==> src/rtl/onehot_rr_arbiter.sv <==
// onehot_rr_arbiter
//   Eight-way arbiter with a registered one-hot grant, a per-grant hold limit,
//   and a pulse that flags grants withdrawn by that limit.
//
// Handshake: a requester asks by holding req[i] high (level, no pulse). The
//   grant appears on gnt one cycle after req is sampled in IDLE. The owner
//   keeps the grant while it holds req[i] high. It gives the grant back by
//   pulsing done or by dropping req[i]. If it does neither, the grant is taken
//   back after HOLD_MAX visible cycles and revoked pulses for one cycle.
//   At least one IDLE cycle always separates two grants.
//
// Ports:
//   clk        rising-edge clock
//   rst        synchronous active-high reset
//   req[7:0]   request lines, bit i = requester i
//   done       owner release strobe, ignored while IDLE
//   gnt[7:0]   registered grant, one-hot or zero
//   busy       registered, high while gnt is non-zero
//   revoked    registered one-cycle pulse after a hold-timeout withdrawal
//   state_dbg  current FSM state (0 = IDLE, 1 = GRANT) for observation
//
// Parameter:
//   HOLD_MAX   maximum number of visible cycles per grant (1..255)
//
// Build option:
//   ARB_FIXED_PRIO_EN  when defined, the lowest asserted request index wins.
//                      When not defined, selection is round-robin starting
//                      after the last owner.
module onehot_rr_arbiter #(
  parameter int HOLD_MAX = 16
) (
  input  logic       clk,
  input  logic       rst,
  input  logic [7:0] req,
  input  logic       done,
  output logic [7:0] gnt,
  output logic       busy,
  output logic       revoked,
  output logic       state_dbg
);

  typedef enum logic {
    S_IDLE  = 1'b0,
    S_GRANT = 1'b1
  } state_e;

  // Counter value seen during the last permitted visible cycle of a grant.
  localparam logic [7:0] HOLD_LAST = 8'(HOLD_MAX - 1);

  state_e     state_q, state_d;
  logic [7:0] gnt_q, gnt_d;
  logic       busy_q, busy_d;
  logic       revoked_q, revoked_d;
  logic [7:0] cnt_q, cnt_d;
  logic [2:0] last_q, last_d;

  logic       win_valid;
  logic [2:0] win_idx;
  logic [2:0] cand;
  logic       owner_req;
  logic       timeout;

  // Winner selection. This logic is only used while IDLE.
  always_comb begin
    win_valid = 1'b0;
    win_idx   = 3'd0;
    cand      = 3'd0;
`ifdef ARB_FIXED_PRIO_EN
    // Scan from the top down so that the lowest asserted index wins.
    for (int i = 7; i >= 0; i--) begin
      if (req[i]) begin
        win_valid = 1'b1;
        win_idx   = 3'(i);
      end
    end
`else
    // Scan upward from last+1. The 3-bit add wraps 7 to 0. The eighth
    // candidate is the last owner itself.
    for (int i = 1; i <= 8; i++) begin
      cand = last_q + 3'(i);
      if (!win_valid && req[cand]) begin
        win_valid = 1'b1;
        win_idx   = cand;
      end
    end
`endif
  end

  // last_q holds the current owner's index for the whole GRANT state.
  assign owner_req = req[last_q];
  assign timeout   = (cnt_q == HOLD_LAST);

  always_comb begin
    state_d   = state_q;
    gnt_d     = gnt_q;
    busy_d    = busy_q;
    revoked_d = 1'b0;
    cnt_d     = cnt_q;
    last_d    = last_q;
    case (state_q)
      S_IDLE: begin
        gnt_d  = 8'h00;
        busy_d = 1'b0;
        cnt_d  = 8'd0;
        if (win_valid) begin
          state_d = S_GRANT;
          gnt_d   = 8'h01 << win_idx;
          busy_d  = 1'b1;
          last_d  = win_idx;
        end
      end
      S_GRANT: begin
        if (done || !owner_req || timeout) begin
          state_d   = S_IDLE;
          gnt_d     = 8'h00;
          busy_d    = 1'b0;
          cnt_d     = 8'd0;
          // Report only a pure timeout. A release in the same cycle takes
          // precedence and counts as a normal release.
          revoked_d = timeout && !done && owner_req;
        end else begin
          cnt_d = cnt_q + 8'd1;
        end
      end
      default: begin
        state_d = S_IDLE;
        gnt_d   = 8'h00;
        busy_d  = 1'b0;
        cnt_d   = 8'd0;
      end
    endcase
  end

  always_ff @(posedge clk) begin
    if (rst) begin
      state_q   <= S_IDLE;
      gnt_q     <= 8'h00;
      busy_q    <= 1'b0;
      revoked_q <= 1'b0;
      cnt_q     <= 8'd0;
      last_q    <= 3'd7;
    end else begin
      state_q   <= state_d;
      gnt_q     <= gnt_d;
      busy_q    <= busy_d;
      revoked_q <= revoked_d;
      cnt_q     <= cnt_d;
      last_q    <= last_d;
    end
  end

  assign gnt       = gnt_q;
  assign busy      = busy_q;
  assign revoked   = revoked_q;
  assign state_dbg = (state_q == S_GRANT);

endmodule

==> config.mk <==
export PLATFORM = sky130hd
export DESIGN_NAME = onehot_rr_arbiter
export DESIGN_NICKNAME = d
export VERILOG_FILES = /design/src/rtl/onehot_rr_arbiter.sv
export SDC_FILE = /design/constraint.sdc
export NUM_CORES = 1
export LEC_CHECK = 0
export CAP_MARGIN = 20
export CORE_MARGIN = 4
export CORE_UTILIZATION = 50
export CTS_CLUSTER_DIAMETER = 200
export DETAILED_ROUTE_END_ITERATION = 12
export GPL_TIMING_DRIVEN = 0
export HOLD_SLACK_MARGIN = 0.15
export PLACE_DENSITY = 0.74
export RECOVER_POWER = 25
export SLEW_MARGIN = 20
export SYNTH_ARGS = -nofsm -noshare
export SYNTH_HDL_FRONTEND = slang
export SYNTH_SLANG_ARGS = --single-unit
==> constraint.sdc <==
create_clock -name clk -period 9.3 [get_ports clk]
set_input_delay 1.86 -clock clk [delete_from_list [all_inputs] [get_ports clk]]
set_output_delay 1.86 -clock clk [all_outputs]
set_load 0.05 [all_outputs]
# Word-level counts from Yosys, hierarchy flattened
# Cells that the tools add are included.
# Widths: inputs -> output; s select.
# classes
bitwise,2
mux,42
order_cmp,8
n_eq_ne,2
n_shift,1
add_sub_neg,8
reduce_logical,22
# op_table
operator,n
$lt 3x4->1 const B,8
$pmux 8 s2,2
$bmux 1 s3,8
$mux 3,8
$mux 8,3
$mux 1,19
$add 3x3->3 const B,4
$logic_and 1x1->1,9
$logic_not 1->1,9
$add 8x1->8 const B,1
$eq 8x4->1 const B,1
$shl 1x3->8 const A,1
$add 3x2->3 const B,2
$pmux 1 s2,2
$add 3x1->3 const B,1
$reduce_or 3->1,1
$logic_or 1x1->1,2
$ne 2x1->1 const B,1
$not 1->1,2
$reduce_and 2->1,1
# word_totals
elab_cells,91
regBits,22

# Longest topological paths before layout
# Gate-level depths: netlist of the first run.
# logic_depth
depth_word,28
ltp_mapped,14

# Worst setup path after synthesis of the first run
# No wires, ideal clock.
# synth_path
path_kind,input to register
start,input port req[5]
end,register gnt_q[1] (netlist: gnt[1])
setup_time_ns,0.101
required_ns,9.199
stages,6
arrival_ns,3.981
setup_slack_ns,5.218
cell_sequence,mux4_2 -> mux2_4 -> or4_1 -> a221o_1 -> a31o_1 -> o41ai_1
# synth_via
elab_chain_len,27
elab_cells_between_ends,53
# synth_rtl
item,line,source
from (decl),34,"input logic [7:0] req,"
$bmux 1 s3,81,if (!win_valid && req[cand]) begin
$mux 1 (implied by the code),81,
$mux 1,81,
$logic_not 1->1,81,
$logic_and 1x1->1,81,
$mux 1,81,
$logic_not 1->1,81,
$logic_and 1x1->1,81,
[... 11 more ...],--,
$logic_and 1x1->1,81,
$mux 1,81,
$logic_not 1->1,81,
$logic_and 1x1->1,81,
$mux 3,81,
$shl 1x3->8,107,gnt_d = 8'h01 << win_idx;
$mux 8,105,if (win_valid) begin
$pmux 8 s2,100,case (state_q)
to (signal assigned),144,gnt_q <= gnt_d;
to (decl),51,"logic [7:0] gnt_q, gnt_d;"
# Parallel ways exist; a longest one is shown, timed or not. The select of a mux whose other input is x is not followed.
# A chain may end at the register's enable or synchronous reset.

# Worst setup path after layout of the first run
# layout_path
start,input port req[7]
end,register gnt_q[1] (netlist: gnt[1])
# The elaborated chain is that of the path after synthesis.

==> results of run 1 <==
[registers in the layout, summed over array words and instances (netlist names)]
register / count
cnt_q: 8
state_dbg: 1
gnt: 8
last_q: 3
busy: 1
revoked: 1
[cells in the mapped netlist (3+ instances only)]
| cell | instances |
|---|---|
| nand2_1 | 21 |
| o41ai_1 | 4 |
| xnor2_1 | 4 |
| and3_1 | 3 |
| xor2_1 | 6 |
| nor3_1 | 9 |
| nand3_1 | 5 |
| clkbuf_1 | 3 |
| o21ai_0 | 5 |
| o211ai_1 | 3 |
| a21oi_1 | 8 |
| mux2i_1 | 6 |
| inv_1 | 6 |
| nor2_1 | 17 |
| mux2_2 | 8 |
| a2111o_1 | 3 |
| mux4_1 | 3 |
| dfxtp_1 | 22 |
| mux4_2 | 5 |
| ha_1 | 3 |
| o31ai_1 | 6 |
[per-layer routing]
| layer | vias to the layer above | part of all wire (%) |
|---|---|---|
| met2 | 62 | 50 |
| met3 | 4 | 6.4 |
| met4 | 0 | 0.78 |
| met1 | 772 | 43 |
| li1 | 789 | - |
| met5 | - | 0 |
[worst max path at each step]
stage / start / endpoint
after floorplan: req[5] / gnt[1]
after global placement: req[5] / gnt[3]
after detailed placement: req[2] / gnt[1]
after CTS: req[5] / gnt[1]
after global routing: last_q[0] / gnt[1]
final: req[7] / gnt[1]
[placed cells by master, fill, tap and decap left out, types with 5 or more instances in the layout]
master,n
nand2_1,21
mux4_2,5
dlygate4sd3_1,6
o21ai_0,5
dfxtp_1,22
clkdlybuf4s50_1,15
nor2_1,17
mux2i_1,6
xor2_1,6
mux2_2,7
nand3_1,5
o31ai_1,6
inv_1,6
a21oi_1,8
nor3_1,9
[kinds of logic (layout without fill, tap and decap cells)]
group,after synthesis,count (layout),synth area share [%]
buf+inv,14,39,4.28
compound gates,49,49,21.5
simple gates,68,68,18.6
flops,22,22,25.5
mux,25,25,22.0
xor+xnor,11,11,6.02
fa+ha+maj,3,3,2.18
[cell type report]
| type | count | area (um^2) |
|---|---|---|
| buffer | 8 | 51.3 |
| clock buffer | 3 | 22.5 |
| clock inverter | 1 | 30.0 |
| fill | 300 | 1290 |
| inverter | 6 | 22.5 |
| multi-input combinational | 156 | 1210 |
| sequential | 22 | 440 |
| tap | 46 | 57.6 |
| timing repair buffer | 21 | 210 |
[metrics by stage]
step                cells  setup WS [ns]
finish                263           4.61
global route          263           4.36
CTS                   263           4.69
detailed placement    259           4.48
global placement      259           4.54
floorplan             192           5.22
[worst max-delay path: stages]
cell and delay (ns):
dlygate4sd3_1 0.62, mux4_2 0.53, mux2_4 0.34, or4_1 0.54
a221o_1 0.30, a31o_1 0.27, o41ai_1 0.40
==> results.cfg, run 1 <==
[run_status]
status = completed

[yosys]
ys_types = 53
syn_nets = 206
async_reset_ff_share_pct = 0
avgSynthCellArea_um2 = 8.99
synth_edf_count = 0
yosysWarnings = 0
yosysTopAreaCell = dfxtp_1
synth-seq-cells = 22
yosys-top-cells-area = dfxtp_1, mux4_2, mux2_2
synth_top_area_share_pct = 25.5
synthCells = 192
ys_seq_area_share_pct = 25.5
ys.flop_type = dfxtp_1
synthesis.area_mm2 = 0.00173

[route]
wirelength_um = 4330
ant_nets = 0
drt_first_pass_iters = 4
route.detailed.drc = 0
drt_iter0_markers = 188
wl_per_cell_um = 16.5
via_per_inst = 6.19
vias = 1627

[clock_tree]
cts-resized-gates = 0
clk_latency_ns = 0.30
post_cts_buffers = 0
cts_made_buffers = 3
cts_sinks = 22
h-tree-depth = 1
cts_tree = done
cts.path.max_buffers = 2
cts_root_buffer = clkbuf_4
cts_hold_buffers = 0
clkTransAtPathRegs_ns = 0.12

[global_routing]
grt_start_max_net_pins = 14
grtUsageMet3_pct = 3.37
grt.overflow.total = 0
use_met2_pct = 37.5
gr-usage-met1_pct = 26.4
antenna_found_initial = 0
grt_pass1_vias = 1624
grt_pass1_wl_um = 7360
top_usage_layer = met2
track_usage_pct = 21.2

[floorplanning]
die_w_um = 66.7
die_y_um = 66.7
start_util_pct = 51.7
coreArea_mm2 = 0.00334
row_count = 21
die-area_mm2 = 0.00445
ios = 22

[worst_setup_path]
r2r.worst_path.cells = 14
worstReg2RegStart = last_q[0]
cp-end-kind = flip-flop
cp.required_ns = 9.48
r2r_slack_ns = 4.70
cp_max_fo = 9
start_kind = primary input
criticalPathCategory = in -> reg
cp.arrival_ns = 4.87
r2r_end = gnt[1]

[final_layout]
syn_to_final_growth_pct = 18.6
drive_above_1_share_pct = 11.1
final_util_pct = 61.3
nets = 232
diodes = 0
postLayoutCellArea_mm2 = 0.00205

[timing]
tns_ns = 0
drv_slew = 0
finalSetupViolCount = 0
hold_ws_ns = 0.460
timing.slew.headroom_pct = 34.6
clock_skew_ns = 0.0103
rsz0062_at_grt = no
period_needed_ns = 4.69
fmax_mhz = 213
final-hold-violation-count = 0
fin_crit_sh_pct = 50.4
worstMarginPinSlew_ns = 0.975

[run]
maxCapViolCount = 0

[placement]
io_buffers = 21
place.gp.congestion = 0.935
post_dp_cell_area_mm2 = 0.00199
hpwl_um = 3350

[worst_hold_path]
hold_depth = 2
hp-start = busy
holdCritPathClass = reg -> reg
min_to = busy
Power of run 1 is not shown: default switching activity piles up to over one toggle a cycle in this logic, so the estimate is an artifact.
==> run 2, diff against run 1 <==
==> constraint.sdc (replaced) <==
create_clock -name clk -period 4.5 [get_ports clk]
set_input_delay 0.9 -clock clk [delete_from_list [all_inputs] [get_ports clk]]
set_output_delay 0.9 -clock clk [all_outputs]
set_load 0.05 [all_outputs]
==> run 2 against run 1 <==
  * Global-route usage about the same
  * Highest routed layer unchanged
  * Critical path depth up 7
  * Sequential cell count unchanged
  * First-iteration DRC count up 5.9%
  * Count of clock-buffer cells in the layout unchanged
  * Cell count unchanged
  * Register-to-register slack worse by 4.4 ns
  * Worst setup slack worse by 4.3 ns
  * Worst hold slack about the same
  * Via count up 0.37%
  * Critical endpoint unchanged
  * Core utilization up 0.22 points
==> results.cfg, run 2 (synthesis results as in run 1) <==
[run_status]
status = completed

[timing]
finalSetupViolCount = 0
period_needed_ns = 4.23
final-hold-violation-count = 0
fmax_mhz = 237
rsz0062_at_grt = no
tns_ns = 0
clock_skew_ns = 0.0104
worstMarginPinSlew_ns = 0.737
fin_crit_sh_pct = 94.0
drv_slew = 0
timing.slew.headroom_pct = 50.8

[clock_tree]
cts_hold_buffers = 0
post_cts_buffers = 0
cts.path.max_buffers = 2
cts_sinks = 22
cts_tree = done
cts_root_buffer = clkbuf_4
clkTransAtPathRegs_ns = 0.12
h-tree-depth = 1
cts_made_buffers = 3
clk_latency_ns = 0.30

[final_layout]
layout_common_cells = dfxtp_1, nand2_1, nor2_1
final_common_cell = dfxtp_1
instances_no_fill = 263
final_util_pct = 61.5
nets = 232
fillers = 302
diodes = 0
drive_above_1_share_pct = 12.4
syn_to_final_growth_pct = 19.0

[placement]
dp.cells = 259
io_buffers = 21
hpwl_um = 3350
place.gp.congestion = 0.935

[worst_setup_path]
crit_slowest_cell = or4_1
start_kind = flip-flop
cp_max_fo = 10
criticalPathCategory = reg -> reg
r2r_slack_ns = 0.27
worstReg2RegStart = last_q[0]
cp-end-kind = flip-flop
max_stage_delay_ns = 0.52
r2r.worst_path.cells = 14
critical_path_buf_inv_count = 6
critPathTopFamily = compound AO/OA/AOI/OAI gates
r2r_end = gnt[1]
path_cells = buf_6 -> clkbuf_2 -> clkbuf_2 -> inv_1 -> ha_1 -> buf_2 -> buf_6 -> mux2_1 -> nor3_1 -> a211oi_1 -> or4_1 -> a221o_1 -> a31o_1 -> o41ai_1
cp.arrival_ns = 4.41
cp.required_ns = 4.68

[worst_hold_path]
hp-start = busy
min_to = busy
holdCritPathClass = reg -> reg
hold_depth = 2

[route]
wl_per_cell_um = 16.5
drt_first_pass_iters = 4
route.detailed.drc = 0
drt_iter0_markers = 199
via_per_inst = 6.21
wirelength_um = 4330
vias = 1633
ant_nets = 0

[run]
maxCapViolCount = 0

[floorplanning]
row_count = 21
die_w_um = 66.7
ios = 22
coreArea_mm2 = 0.00334
die_y_um = 66.7
die-area_mm2 = 0.00445
start_util_pct = 51.7

[global_routing]
grt_pass1_wl_um = 7370
grt_start_max_net_pins = 14
grt.overflow.total = 0
grt_pass1_vias = 1627
antenna_found_initial = 0
track_usage_pct = 21.2
-- run 2: changes by cell type in the layout (fill, tap and decap cells not counted) --
cell	change
clkbuf_2	+2
clkbuf_1	-2
a211oi_2	+1
a211oi_1	-1
-- run 2: layer usage --
layer	vias up	routed length, um	GRT usage [%]
li1	794	-	-
met1	780	1910	26.5
met2	55	2170	37.5
met3	4	214	3.37
met4	0	34	5.84
met5	-	0	0
-- run 2: worst min-delay path: stages, from the launching register on --
cell	delay [ns]
dfxtp_1	0.33
nand2_1	0.05
nand2_1	0.05
-- run 2: worst max path at each step --
stage / from / end / slack [ns] / cells after the start
after global placement: last_q[0] / gnt[3] / 0.31 / 14
final: last_q[0] / gnt[1] / 0.27 / 14
after detailed placement: last_q[0] / gnt[1] / 0.05 / 14
after floorplan: last_q[0] / gnt[1] / 0.73 / 14
after global routing: last_q[0] / gnt[1] / 0.02 / 14
after CTS: last_q[0] / gnt[1] / 0.10 / 14
-- run 2: area by class of cell --
class | instances | area (um^2) | share of cell area (%)
Buffer | 8 | 53.8 | 2.62
Inverter | 6 | 22.5 | 1.10
Multi-Input combinational cell | 156 | 1220 | 59.2
Tap cell | 46 | 57.6 | 2.80
Timing Repair Buffer | 21 | 210 | 10.2
Clock inverter | 1 | 30.0 | 1.46
Clock buffer | 3 | 22.5 | 1.10
Sequential cell | 22 | 440 | 21.5
-- run 2: what timing repair did --
item | 4_1_cts | 5_1_grt
endpoints found under the hold margin | 0 | 0
pin swaps | 0 | 0
gates resized for setup | 2 | 2
setup endpoints to repair | 1 | 7
-- run 2: stage by stage --
step	instance area, um^2	setup WS, ns	hold slack (ns)
finish	2050	0.272	0.460
detailed placement	1990	0.0454	0.433
global placement	1990	0.311	0.433
global route	2050	0.0177	0.495
CTS	2050	0.103	0.461
floorplan	1730	0.728	0.430
Power of run 2 is left out for the same reason.
==> run 3, diff against run 2 <==
--- a/config.mk
+++ b/config.mk
@@ -14,6 +14,7 @@
 export HOLD_SLACK_MARGIN = 0.15
 export PLACE_DENSITY = 0.74
 export RECOVER_POWER = 25
+export SETUP_SLACK_MARGIN = 0.15
 export SLEW_MARGIN = 20
 export SYNTH_ARGS = -nofsm -noshare
 export SYNTH_HDL_FRONTEND = slang
==> constraint.sdc (replaced) <==
create_clock -name clk -period 5 [get_ports clk]
set_input_delay 1 -clock clk [delete_from_list [all_inputs] [get_ports clk]]
set_output_delay 1 -clock clk [all_outputs]
set_load 0.05 [all_outputs]
==> run 3 against run 2 <==
  * Clock skew barely moved
  * Critical path depth unchanged
  * Worst setup slack gained 0.32 ns
  * Cell area about the same
  * Sequential cell count stayed put
  * Sequential share of layout area about the same
  * Wire length up 0.28%
  * Count of clock-buffer cells in the layout is the same
  * Cell count stayed put
  * Die area did not move
  * Critical endpoint unchanged
  * Via count is 0.37% higher
==> results.cfg, run 3 (synthesis results as in run 1) <==
[placement]
hpwl_um = 3350
io_buffers = 21
post_dp_cell_area_mm2 = 0.00199
place.gp.congestion = 0.935
preCtsSetupSlack_ns = 0.545

[worst_setup_path]
cp-end-kind = flip-flop
cp.arrival_ns = 4.59
r2r.worst_path.cells = 14
worstReg2RegStart = last_q[0]
cp.required_ns = 5.18
r2r_end = gnt[1]
cp_max_fo = 10
r2r_slack_ns = 0.60
start_kind = flip-flop
criticalPathCategory = reg -> reg

[final_layout]
final_common_cell = dfxtp_1
postLayoutCellArea_mm2 = 0.00205
layout_common_cells = dfxtp_1, nand2_1, nor2_1
syn_to_final_growth_pct = 18.9
drive_above_1_share_pct = 12.0
diodes = 0
fillers = 301
final_util_pct = 61.5
nets = 232

[floorplanning]
row_count = 21
die_y_um = 66.7
die_w_um = 66.7
start_util_pct = 51.7
ios = 22
die-area_mm2 = 0.00445
coreArea_mm2 = 0.00334

[route]
wirelength_um = 4340
vias = 1639
route.detailed.drc = 0
wl_per_cell_um = 16.5
drt_iter0_markers = 170
ant_nets = 0
via_per_inst = 6.23
drt_first_pass_iters = 4

[timing]
final-hold-violation-count = 0
drv_slew = 0
finalSetupViolCount = 0
clock_skew_ns = 0.00989
tns_ns = 0
timing.slew.headroom_pct = 49.9
fin_ws_ns = 0.596
fmax_mhz = 227
rsz0062_at_grt = no
worstMarginPinSlew_ns = 0.752
fin_crit_sh_pct = 88.1
period_needed_ns = 4.40

[clock_tree]
cts_tree = done
clk_latency_ns = 0.30
cts_hold_buffers = 0
h-tree-depth = 1
clkTransAtPathRegs_ns = 0.12
cts_sinks = 22
cts_root_buffer = clkbuf_4
cts_made_buffers = 3
cts.path.max_buffers = 2

[worst_hold_path]
min_to = busy
hold_depth = 2
holdCritPathClass = reg -> reg
hp-start = busy

[global_routing]
antenna_found_initial = 0
grt_pass1_wl_um = 7360
grt_start_max_net_pins = 14
grt_pass1_vias = 1624
grt.overflow.total = 0
track_usage_pct = 21.2

[run_status]
status = completed

[run]
maxCapViolCount = 0
[run 3: changes by cell type in the layout (fill, tap and decap cells not counted)]
| cell | delta |
|---|---|
| clkbuf_1 | +1 |
| clkbuf_2 | -1 |
[run 3: metal layers]
layer	vias to the layer above	wire length, um	track usage (%)
met5	-	0	0
met4	0	34	5.84
met3	4	275	3.37
met2	71	2160	37.5
met1	771	1870	26.4
li1	793	-	-
[run 3: area by class of cell]
class / count / area, um^2 / area share (%)
Buffer: 8 / 52.6 / 2.56
Tap cell: 46 / 57.6 / 2.80
Clock inverter: 1 / 30.0 / 1.46
Multi-Input combinational cell: 156 / 1220 / 59.3
Inverter: 6 / 22.5 / 1.10
Sequential cell: 22 / 440 / 21.5
Timing Repair Buffer: 21 / 210 / 10.2
Clock buffer: 3 / 22.5 / 1.10
[run 3: worst max-delay path, cell delays in order, from the launching register on]
cell and delay (ns):
dfxtp_1 0.37, buf_6 0.15, clkbuf_1 0.39, clkbuf_2 0.34, inv_1 0.07, ha_1 0.29, buf_2 0.18, buf_6 0.17
mux2_1 0.36, nor3_1 0.34, a211oi_1 0.15, or4_1 0.51, a221o_1 0.30, a31o_1 0.27, o41ai_1 0.40
[run 3: stage by stage]
step / hold slack [ns] / std cells
finish: 0.460 / 263
global route: 0.495 / 263
CTS: 0.461 / 263
detailed placement: 0.433 / 259
global placement: 0.433 / 259
floorplan: 0.430 / 192
[run 3: worst max-delay path by stage]
| stage | from | endpoint | slack (ns) | depth (start not counted) |
|---|---|---|---|---|
| after floorplan | last_q[0] | gnt[1] | 1.23 | 14 |
| after global placement | last_q[0] | gnt[3] | 0.81 | 14 |
| after detailed placement | last_q[0] | gnt[1] | 0.55 | 14 |
| after CTS | last_q[0] | gnt[1] | 0.43 | 14 |
| after global routing | last_q[0] | gnt[1] | 0.31 | 14 |
| final | last_q[0] | gnt[1] | 0.60 | 14 |
[run 3: what timing repair did]
action / 4_1_cts / 5_1_grt
gates resized for setup: 0 / 3
setup endpoints to repair: 0 / 1
hold endpoints to repair: 0 / 0
setup buffers: 0 / 0
Power of run 3 is left out for the same reason.
